### src/rtl/gtp_tx_framer.sv
// Frames FIFO payload for a GTP transmitter: IDLE comma words between frames,
// SOF, FRAME_LEN payload words read straight from the FIFO, then EOF.
module gtp_tx_framer #(
    parameter int FRAME_LEN = 8,
    parameter int CNT_W     = 10
) (
    input  logic             gtp_clk,
    input  logic             reset_n,
    input  logic             link_ready,
    input  logic [CNT_W-1:0] fifo_count,
    input  logic [15:0]      fifo_dout,
    output logic             fifo_rd_en,
    output logic [15:0]      txdata,
    output logic [1:0]       txcharisk,
    output logic             busy,
    output logic [15:0]      frames_sent,
    output logic [1:0]       dbg_state_o
);

    typedef enum logic [1:0] {
        S_IDLE  = 2'd0,
        S_READ  = 2'd1,
        S_DRAIN = 2'd2,
        S_EOF   = 2'd3
    } state_t;

    localparam logic [15:0]      IDLE_WORD = 16'h50BC;
    localparam logic [15:0]      SOF_WORD  = 16'h00FB;
    localparam logic [15:0]      EOF_WORD  = 16'h00FD;
    localparam logic [1:0]       K_LOW     = 2'b01;
    localparam logic [1:0]       K_NONE    = 2'b00;
    localparam logic [7:0]       LAST_RD   = 8'(FRAME_LEN - 1);
    localparam logic [CNT_W-1:0] NEED_CNT  = CNT_W'(FRAME_LEN);

    // Handshake: fifo_rd_en is a strobe with no back-pressure; the word it
    // requests is valid on fifo_dout during the cycle after the strobe.

    logic [1:0]  rst_sync_q;
    logic        run;
    state_t      state_q, state_d;
    logic [7:0]  cnt_q, cnt_d;
    logic        rd_en_q, rd_en_d;
    logic [15:0] tx_q, tx_d;
    logic [1:0]  k_q, k_d;
    logic        busy_q, busy_d;
    logic [15:0] frames_q, frames_d;

    // The FSM only starts moving once the released reset has passed two flops.
    always_ff @(posedge gtp_clk or negedge reset_n) begin
        if (!reset_n) begin
            rst_sync_q <= 2'b00;
        end else begin
            rst_sync_q <= {rst_sync_q[0], 1'b1};
        end
    end

    assign run = rst_sync_q[1];

    always_ff @(posedge gtp_clk or negedge reset_n) begin
        if (!reset_n) begin
            state_q  <= S_IDLE;
            cnt_q    <= 8'd0;
            rd_en_q  <= 1'b0;
            tx_q     <= IDLE_WORD;
            k_q      <= K_LOW;
            busy_q   <= 1'b0;
            frames_q <= 16'd0;
        end else begin
            state_q  <= state_d;
            cnt_q    <= cnt_d;
            rd_en_q  <= rd_en_d;
            tx_q     <= tx_d;
            k_q      <= k_d;
            busy_q   <= busy_d;
            frames_q <= frames_d;
        end
    end

    always_comb begin
        state_d  = state_q;
        cnt_d    = cnt_q;
        rd_en_d  = 1'b0;
        tx_d     = IDLE_WORD;
        k_d      = K_LOW;
        busy_d   = 1'b0;
        frames_d = frames_q;

        // busy still high while back in IDLE means EOF is on the wire right now.
        if (busy_q && (state_q == S_IDLE)) begin
            frames_d = frames_q + 16'd1;
        end

        if (run) begin
            case (state_q)
                S_IDLE: begin
                    if (link_ready && (fifo_count >= NEED_CNT)) begin
                        state_d = S_READ;
                        cnt_d   = 8'd0;
                        rd_en_d = 1'b1;
                    end
                end
                S_READ: begin
                    busy_d = 1'b1;
                    if (cnt_q == 8'd0) begin
                        tx_d = SOF_WORD;
                        k_d  = K_LOW;
                    end else begin
                        tx_d = fifo_dout;
                        k_d  = K_NONE;
                    end
                    if (cnt_q == LAST_RD) begin
                        state_d = S_DRAIN;
                    end else begin
                        rd_en_d = 1'b1;
                        cnt_d   = cnt_q + 8'd1;
                    end
                end
                S_DRAIN: begin
                    busy_d  = 1'b1;
                    tx_d    = fifo_dout;
                    k_d     = K_NONE;
                    state_d = S_EOF;
                end
                S_EOF: begin
                    busy_d  = 1'b1;
                    tx_d    = EOF_WORD;
                    k_d     = K_LOW;
                    state_d = S_IDLE;
                end
                default: begin
                    state_d = S_IDLE;
                end
            endcase
        end
    end

    assign fifo_rd_en  = rd_en_q;
    assign txdata      = tx_q;
    assign txcharisk   = k_q;
    assign busy        = busy_q;
    assign frames_sent = frames_q;
    assign dbg_state_o = state_q;

endmodule

### config.mk
export PLATFORM = sky130hd
export DESIGN_NAME = gtp_tx_framer
export DESIGN_NICKNAME = d
export VERILOG_FILES = /design/src/rtl/gtp_tx_framer.sv
export SDC_FILE = /design/constraint.sdc
export NUM_CORES = 1
export LEC_CHECK = 0
export ABC_AREA = 1
export CORE_UTILIZATION = 39
export DETAILED_ROUTE_END_ITERATION = 8
export PLACE_DENSITY = 0.67
export RECOVER_POWER = 25
export SLEW_MARGIN = 25
export SYNTH_ARGS = -nofsm -noshare
export SYNTH_HDL_FRONTEND = slang
export SYNTH_SLANG_ARGS = --single-unit
### constraint.sdc
create_clock -name gtp_clk -period 4.3 [get_ports gtp_clk]
set_input_delay 1.075 -clock gtp_clk [delete_from_list [all_inputs] [get_ports gtp_clk]]
set_output_delay 1.075 -clock gtp_clk [all_outputs]
set_load 0.1 [all_outputs]
# After elaboration in Yosys (flattened, before gate mapping)
# Index checks and enable logic that the tools add are counted.
dict set report totals {
  regBits 48
  word_cells 44
}
dict set report op_classes {
  n_addsub 2
  order_cmp 1
  n_eq_ne 7
  muxes 18
  n_reduce_logical 8
}
# cell count
set ops {}
lappend ops {{$pmux W16 S3} 1}
lappend ops {{$mux W16} 2}
lappend ops {{$add A16 B1 Y16 const B} 1}
lappend ops {{$mux W8} 2}
lappend ops {{$pmux W8 S2} 1}
lappend ops {{$ge A10 B4 Y1 const B} 1}
lappend ops {{$add A8 B1 Y8 const B} 1}
lappend ops {{$eq A8 B3 Y1 const B} 1}
lappend ops {{$logic_not A8 Y1} 1}
lappend ops {{$pmux W2 S4} 1}
lappend ops {{$mux W1} 7}
lappend ops {{$eq A2 B2 Y1 const B} 2}
lappend ops {{$mux W2} 2}
lappend ops {{$ne A2 B2 Y1 const B} 2}
lappend ops {{$pmux W1 S2} 2}
lappend ops {{$reduce_and A4 Y1} 1}
lappend ops {{$reduce_and A3 Y1} 1}
lappend ops {{$reduce_or A3 Y1} 1}
lappend ops {{$eq A2 B1 Y1 const B} 1}
lappend ops {{$logic_and A1 B1 Y1} 2}
lappend ops {{$logic_not A2 Y1} 1}
lappend ops {{$ne A2 B1 Y1 const B} 1}
lappend ops {{$reduce_bool A2 Y1} 1}

# Depth between registers and ports, before layout
# Gate-level depths: netlist (run 1).
dict set report depth {
  depth_word 5
  depth_mapped 10
}

# Least setup slack after synthesis (run 1)
# OpenSTA, ideal clock, no wires.
dict set report synth_path {
  path_kind {reg2reg}
  start {register state_q[1] (netlist: dbg_state_o[1])}
  end {register cnt_q[5]}
  setup_ns 0.118
  arrival_time_ns 1.936
  required_time_ns 4.182
  path_slack_ns 2.247
  stages_incl_launch_ff 9
  n_path_buf 0
  synth_period_minus_slack_ns 2.053
  path_cell_list {dfrtp_1 -> inv_1 -> ha_1 -> inv_1 -> nand2_1 -> nand2_4 -> nand2_4 -> nand2_1 -> nand2_1}
}
dict set report synth_between {
  elab_chain_len 3
  word_cells_on_any_way 7
  cone_classes {eq/ne (3); mux (1); reduce/logical (3)}
}
# item line
set synth_rtl {}
lappend synth_rtl {{start, declared} 40} ;# state_t state_q, state_d;
lappend synth_rtl {{start signal, assigned} 69} ;# state_q <= state_d;
lappend synth_rtl {{$eq A2 B1 Y1 / $logic_not A2 Y1 (equally long branches)} 94} ;# case (state_q)
lappend synth_rtl {{$ne A2 B2 Y1 (no line), or another cell as far along} --}
lappend synth_rtl {{$reduce_and A4 Y1 (no line)} --}
lappend synth_rtl {{end signal, assigned} 70} ;# cnt_q <= cnt_d;
lappend synth_rtl {{end, declared} 41} ;# logic [7:0] cnt_q, cnt_d;
# Several ways; a longest one is shown, not always the timed one.
# A chain may end at the register's enable or synchronous reset.

# Worst setup path in the final report (run 1)
dict set report layout_path {
  start {register tx_q[14] (netlist: txdata[14])}
  end {output port txdata[14]}
}
# item line
set layout_rtl {}
lappend layout_rtl {{start, declared} 43} ;# logic [15:0] tx_q, tx_d;
lappend layout_rtl {{start signal, assigned} 72} ;# tx_q <= tx_d;
lappend layout_rtl {{end, declared} 13} ;# output logic [15:0] txdata,
# No word-level cell between the ends.

==> metrics.json, run 1 <==
{
  "status": {"value": "finished with violations"},
  "violations": {"value": "max-capacitance violations, max-slew violations"},
  "vdd.ir_drop.worst": {"value": 386, "unit": "uV"},
  "clock-sinks": {"value": 47},
  "min-delay-path-class": {"value": "flip-flop to flip-flop"},
  "path_delay_family": {"value": "buffers and inverters"},
  "crit_type": {"value": "flip-flop to output pin"},
  "die_w": {"value": 80.5, "unit": "um"},
  "root_buffer_cell": {"value": "sky130_fd_sc_hd__clkbuf_8"},
  "antenna_left": {"value": 0},
  "clock.fmax": {"value": 0.330, "unit": "GHz"},
  "postSynthAreaPerCell": {"value": 8.54, "unit": "um^2"},
  "routability_congestion_estimate_from_global_placement": {"value": 0.774},
  "synth.yosys.seq_area_share": {"value": 49.4, "unit": "%"},
  "initial_core_util": {"value": 40.6, "unit": "%"},
  "hold_path.startpoint": {"value": "rst_sync_q[0]"},
  "syn2layout_area_growth": {"value": 32.5, "unit": "%"},
  "wl_per_cell": {"value": 11.3, "unit": "um"},
  "global_route.usage.total": {"value": 16.3, "unit": "%"},
  "clockBufferDepth": {"value": 2},
  "cts_tree": {"value": "done"},
  "synth.yosys.warnings": {"value": 0},
  "cts_htree_levels": {"value": 2},
  "diodes": {"value": 0},
  "crit_path_start": {"value": "txdata[14]"},
  "grt_first_pass_wirelength": {"value": 8190, "unit": "um"},
  "grt.busiest_layer": {"value": "met2"},
  "routed_wirelength": {"value": 4760, "unit": "um"},
  "finalWorstPathRequiredPeriod": {"value": 3.03, "unit": "ns"},
  "worst_slew_pin_slew": {"value": 2.40, "unit": "ns"},
  "grt.met2_usage": {"value": 27.9, "unit": "%"},
  "async_reset_ff_share": {"value": 100, "unit": "%"},
  "clk_latency": {"value": 0.30, "unit": "ns"},
  "hold_violations": {"value": 0},
  "finalClockSkew": {"value": 0.0104, "unit": "ns"},
  "fin_crit_sh": {"value": 70.5, "unit": "%"},
  "timing.critical_path.slowest_cell_delay": {"value": 1.12, "unit": "ns"},
  "critPathSlowestCell": {"value": "sky130_fd_sc_hd__clkdlybuf4s50_1"},
  "synth_nets": {"value": 317},
  "synthesis.area": {"value": 0.00240, "unit": "mm^2"},
  "grt_setup_unrepaired": {"value": "no"},
  "synthDistinctLibCells": {"value": 27},
  "critical_path.max_fanout": {"value": 1},
  "drc_errors": {"value": 0},
  "std_cell_rows": {"value": 28},
  "first_pass_iters": {"value": 4},
  "met3_demand_to_capacity_share_in_global_routing": {"value": 3.52, "unit": "%"},
  "worst_ep_required_time": {"value": 3.22, "unit": "ns"},
  "cp_cell_sequence": {"value": "clkdlybuf4s50_1"},
  "groute.layer.met1.usage": {"value": 20.7, "unit": "%"},
  "port-buffer-count": {"value": 62},
  "power.total": {"value": 2.18, "unit": "mW"},
  "global_route.overflow_total": {"value": 0},
  "number_of_global_route_vias_before_repair": {"value": 1863},
  "setup_slack_of_the_critical_path_after_layout": {"value": 1.27, "unit": "ns"},
  "p_per_area": {"value": 685, "unit": "mW/mm^2"},
  "pin_count": {"value": 67},
  "first_iter_violations": {"value": 91},
  "dr_total_vias": {"value": 1953},
  "setup_viol_count_final": {"value": 0},
  "relative_slew_slack": {"value": -59.9, "unit": "%"},
  "clkSlewWorstSetupHoldPaths": {"value": 0.09, "unit": "ns"},
  "post_cts_buffers": {"value": 0},
  "design.final.nets": {"value": 381},
  "timing.critical_path.from_type": {"value": "flip-flop"},
  "report.final.slew_viol_count": {"value": 48},
  "grt_start_max_net_pins": {"value": 48},
  "worst-path-buf-inv": {"value": 1},
  "tritoncts.num_buffers": {"value": 5},
  "number_of_synthesized_flops_with_an_enable_pin": {"value": 0},
  "antenna_found_initial": {"value": 0},
  "post_route_cells_drive_above_1_share": {"value": 8.96, "unit": "%"},
  "coreArea": {"value": 0.00592, "unit": "mm^2"},
  "utilization": {"value": 53.7, "unit": "%"},
  "yosys_most_used_dff": {"value": "sky130_fd_sc_hd__dfrtp_1"},
  "cp-end-kind": {"value": "output pin"},
  "worstPathArrival": {"value": 1.96, "unit": "ns"},
  "cts.hold.buffers_added": {"value": 0},
  "synth_instances": {"value": 281},
  "cts.repair.resized": {"value": 0},
  "yosys_register_bits": {"value": 47},
  "maxCapViolations": {"value": 1},
  "dpl.hpwl": {"value": 3620, "unit": "um"},
  "placement.setup.worst_slack": {"value": 1.59, "unit": "ns"},
  "r2r-start": {"value": "dbg_state_o[0]"},
  "floorplan.die_area": {"value": 0.00647, "unit": "mm^2"},
  "timing.setup.tns": {"value": 0, "unit": "ns"},
  "route.detailed.vias_per_inst": {"value": 4.64},
  "static-leakage-power": {"value": 1.50, "unit": "nW"},
  "die-height": {"value": 80.5, "unit": "um"}
}
-- kinds of logic (layout without fill, tap and decap cells) --
family                   after synthesis  after routing  synth area share, %
buffers and inverters                 39            104                 6.67
AO/OA/AOI/OAI                          6              6                 1.93
flip-flops                            47             47                 49.4
XOR/XNOR                              12             12                 4.38
other                                  2              2                0.313
adder cells (fa/ha/maj)                7              7                 3.65
AND/OR/NAND/NOR                      168            168                 33.7
-- final cells by class --
cell class              instances  area (um^2)
clock buffers                   7         96.3
clock inverters                 1         7.51
fillers                       551         2740
inverters                      34          128
multi-input cells             195         1050
flip-flops and latches         47         1190
well taps                      75         93.8
repair buffers                 62          614
-- worst paths after layout --
kind	cells after the start	slack, ns	to
max	1	1.27	txdata[14]
min	0	0.36	rst_sync_q[1]
max reg2reg	7	2.43	txdata[15]
min reg2reg	0	0.36	rst_sync_q[1]
max in group asynchronous	1	1.43	cnt_q[6]
min in group asynchronous	1	1.49	frames_sent[2]
-- cells in the mapped netlist, types with 3 or more instances --
master | n | area share [%]
sky130_fd_sc_hd__nand3_2 | 3 | 1.3
sky130_fd_sc_hd__ha_1 | 7 | 3.6
sky130_fd_sc_hd__nor3b_1 | 6 | 1.9
sky130_fd_sc_hd__nand3_1 | 25 | 5.2
sky130_fd_sc_hd__nand2_4 | 3 | 1.4
sky130_fd_sc_hd__dfstp_2 | 8 | 8.8
sky130_fd_sc_hd__nand4_1 | 6 | 1.6
sky130_fd_sc_hd__inv_1 | 32 | 5.0
sky130_fd_sc_hd__xnor2_1 | 6 | 2.2
sky130_fd_sc_hd__nand2_1 | 92 | 14
sky130_fd_sc_hd__xor2_1 | 6 | 2.2
sky130_fd_sc_hd__buf_4 | 3 | 0.94
sky130_fd_sc_hd__nor2_4 | 3 | 1.4
sky130_fd_sc_hd__dfrtp_1 | 39 | 41
sky130_fd_sc_hd__nor2_1 | 24 | 3.8
-- layer usage --
metal,vias to the layer above,wire length [um]
met4,0,42
li1,991,-
met5,-,0
met1,912,2140
met3,6,191
met2,44,2390
-- power breakdown --
| part | total (mW) | switching, mW | internal [mW] |
|---|---|---|---|
| clock | 0.297 | 0.151 | 0.147 |
| sequential | 0.625 | 0.0675 | 0.558 |
| combinational | 1.26 | 0.978 | 0.279 |
| total | 2.18 | 1.20 | 0.983 |
-- stage by stage --
stage	hold WS [ns]	std cells	area [um^2]
2_1_floorplan	0.331	281	2400
3_3_place_gp	0.337	413	3080
3_5_place_dp	0.344	413	3080
4_1_cts	0.364	421	3180
5_1_grt	0.377	421	3180
6_report	0.361	421	3180
-- registers in the layout, indices dropped and copies added (netlist names) --
signal,count
busy,1
txcharisk,1
frames_sent,16
dbg_state_o,2
rst_sync_q,2
txdata,16
fifo_rd_en,1
cnt_q,8
-- placed cells by master, fill, tap and decap left out, drive strengths merged --
master,count
xnor2,6
nor3b,7
clkdlybuf4s50,61
nand2,95
nand3,29
xor2,6
clkinvlp,1
inv,34
nand3b,1
o21ai,3
a21oi,1
conb,2
o21bai,2
nand4,6
dfstp,8
nor2,28
ha,7
dfrtp,39
clkbuf,8
nor3,2
Note: power is estimated with default switching activity, not from simulation.
==> run 2, diff against run 1 <==
--- a/config.mk
+++ b/config.mk
@@ -8,7 +8,7 @@
 export ABC_AREA = 1
 export CORE_UTILIZATION = 39
 export DETAILED_ROUTE_END_ITERATION = 8
-export PLACE_DENSITY = 0.67
+export PLACE_DENSITY = 0.7
 export RECOVER_POWER = 25
 export SLEW_MARGIN = 25
 export SYNTH_ARGS = -nofsm -noshare
==> constraint.sdc (replaced) <==
create_clock -name gtp_clk -period 2.6 [get_ports gtp_clk]
set_input_delay 0.65 -clock gtp_clk [delete_from_list [all_inputs] [get_ports gtp_clk]]
set_output_delay 0.65 -clock gtp_clk [all_outputs]
set_load 0.1 [all_outputs]
==> metrics.json, run 2 (same netlist as run 1, synthesis figures left out) <==
{
  "status": {"value": "finished clean"},
  "timing.setup.tns": {"value": 0, "unit": "ns"},
  "post_cts_buffers": {"value": 0},
  "numPlacedInstances": {"value": 415},
  "whs_path_depth": {"value": 0},
  "fin_cells": {"value": 423},
  "clockBufferDepth": {"value": 2},
  "dr_total_vias": {"value": 1965},
  "reg2reg_setup_slack": {"value": 0.84, "unit": "ns"},
  "grt.busiest_layer": {"value": "met2"},
  "cell_area_after_layout": {"value": 0.00312, "unit": "mm^2"},
  "root_buffer_cell": {"value": "sky130_fd_sc_hd__clkbuf_8"},
  "routed_wirelength": {"value": 4620, "unit": "um"},
  "coreArea": {"value": 0.00592, "unit": "mm^2"},
  "met3_demand_to_capacity_share_in_global_routing": {"value": 3.75, "unit": "%"},
  "drc_errors": {"value": 0},
  "route.detailed.vias_per_inst": {"value": 4.65},
  "clock.fmax": {"value": 0.551, "unit": "GHz"},
  "global_route.usage.total": {"value": 15.8, "unit": "%"},
  "grt.met2_usage": {"value": 27.5, "unit": "%"},
  "crit_type": {"value": "input pin to flip-flop"},
  "diodes": {"value": 0},
  "fin_crit_sh": {"value": 69.8, "unit": "%"},
  "antenna_left": {"value": 0},
  "port-buffer-count": {"value": 62},
  "cts_htree_levels": {"value": 2},
  "layout.cells.most_common": {"value": "sky130_fd_sc_hd__nand2_1"},
  "clock-sinks": {"value": 47},
  "placed_area": {"value": 0.00300, "unit": "mm^2"},
  "utilization": {"value": 52.7, "unit": "%"},
  "cts_tree": {"value": "done"},
  "hold_path.startpoint": {"value": "rst_sync_q[0]"},
  "std_cell_rows": {"value": 28},
  "design.final.nets": {"value": 383},
  "timing.reg2reg.worst_path_depth": {"value": 8},
  "worst_ep_required_time": {"value": 2.84, "unit": "ns"},
  "relative_slew_slack": {"value": 20.0, "unit": "%"},
  "hold_path_end": {"value": "rst_sync_q[1]"},
  "maxCapViolations": {"value": 0},
  "global_route.overflow_total": {"value": 0},
  "worstPathArrival": {"value": 2.05, "unit": "ns"},
  "final.hold.worst_slack": {"value": 0.356, "unit": "ns"},
  "grt_first_pass_wirelength": {"value": 7990, "unit": "um"},
  "dpl.hpwl": {"value": 3600, "unit": "um"},
  "groute.layer.met1.usage": {"value": 19.7, "unit": "%"},
  "die-height": {"value": 80.5, "unit": "um"},
  "routability_congestion_estimate_from_global_placement": {"value": 0.814},
  "floorplan.die_area": {"value": 0.00647, "unit": "mm^2"},
  "rr_endpoint": {"value": "cnt_q[3]"},
  "p_per_area": {"value": 1170, "unit": "mW/mm^2"},
  "initial_core_util": {"value": 40.6, "unit": "%"},
  "grt_setup_unrepaired": {"value": "no"},
  "min-delay-path-class": {"value": "flip-flop to flip-flop"},
  "clkSlewWorstSetupHoldPaths": {"value": 0.09, "unit": "ns"},
  "hold_violations": {"value": 0},
  "wl_per_cell": {"value": 10.9, "unit": "um"},
  "worst_slew_pin_slew": {"value": 1.20, "unit": "ns"},
  "post_route_cells_drive_above_1_share": {"value": 20.1, "unit": "%"},
  "cp-end-kind": {"value": "flip-flop"},
  "power.total": {"value": 3.64, "unit": "mW"},
  "finalClockSkew": {"value": 0.00659, "unit": "ns"},
  "grt_start_max_net_pins": {"value": 26},
  "setup_viol_count_final": {"value": 0},
  "commonest_cells_after_routing_fill_and_taps_aside": {"value": "sky130_fd_sc_hd__nand2_1 (92), sky130_fd_sc_hd__dfrtp_1 (39), sky130_fd_sc_hd__buf_4 (38)"},
  "number_of_global_route_vias_before_repair": {"value": 1864},
  "first_iter_violations": {"value": 46},
  "placement.setup.worst_slack": {"value": 0.456, "unit": "ns"},
  "die_w": {"value": 80.5, "unit": "um"},
  "vdd.ir_drop.worst": {"value": 615, "unit": "uV"},
  "antenna_found_initial": {"value": 0},
  "timing.critical_path.from_type": {"value": "input pin"},
  "r2r-start": {"value": "dbg_state_o[0]"},
  "pin_count": {"value": 67},
  "cts.repair.resized": {"value": 0},
  "cts.hold.buffers_added": {"value": 0},
  "first_pass_iters": {"value": 4},
  "clk_latency": {"value": 0.30, "unit": "ns"},
  "critical_path.max_fanout": {"value": 12},
  "setup_slack_of_the_critical_path_after_layout": {"value": 0.784, "unit": "ns"},
  "finalWorstPathRequiredPeriod": {"value": 1.82, "unit": "ns"},
  "static-leakage-power": {"value": 1.57, "unit": "nW"},
  "syn2layout_area_growth": {"value": 29.9, "unit": "%"},
  "tritoncts.num_buffers": {"value": 5},
  "report.final.slew_viol_count": {"value": 0}
}
-- run 2: changes by cell type in the layout (fill, tap and decap cells not counted) --
cell                              before  now
sky130_fd_sc_hd__buf_4                 0   38
sky130_fd_sc_hd__clkdlybuf4s50_1      61   24
sky130_fd_sc_hd__bufinv_16             0    1
sky130_fd_sc_hd__clkbuf_2              0    1
sky130_fd_sc_hd__clkbuf_8              7    6
sky130_fd_sc_hd__clkinvlp_4            1    0
sky130_fd_sc_hd__inv_6                 0    1
-- run 2: per-layer routing --
metal | part of all wire (%) | vias up
met1 | 45 | 914
met5 | 0 | -
met2 | 50 | 42
met4 | 0.80 | 0
li1 | - | 1004
met3 | 4.2 | 5
-- run 2: worst max-delay path, stage by stage --
cell and delay [ns]:
sky130_fd_sc_hd__clkdlybuf4s50_1 0.40, sky130_fd_sc_hd__nor2_1 0.10, sky130_fd_sc_hd__nand2_1 0.06, sky130_fd_sc_hd__o21bai_1 0.17
sky130_fd_sc_hd__nand2_1 0.32, sky130_fd_sc_hd__nand2_4 0.22, sky130_fd_sc_hd__nand2_1 0.06, sky130_fd_sc_hd__nand2_1 0.06
-- run 2: worst max-delay path by stage --
stage / cells past startpoint / end / startpoint / slack, ns
final: 8 / cnt_q[3] / fifo_count[5] / 0.78
after floorplan: 8 / cnt_q[5] / dbg_state_o[1] / 0.55
after global placement: 8 / cnt_q[7] / fifo_count[5] / 0.49
after detailed placement: 8 / cnt_q[3] / fifo_count[5] / 0.46
after global routing: 2 / busy / reset_n / 0.47
after CTS: 8 / cnt_q[3] / fifo_count[5] / 0.77
-- run 2: area by class of cell --
type	count	area [um^2]
multi-input combinational	195	1050
sequential	47	1190
clock buffer	6	82.6
tap	75	93.8
clock inverter	2	38.8
timing repair buffer	64	534
inverter	34	128
fill	587	2800
-- run 2: power by group --
group / leakage [nW] / switching (mW) / internal [mW]
registers: 0.609 / 0.117 / 0.923
clock network: 0.0618 / 0.249 / 0.316
logic: 0.904 / 1.61 / 0.420
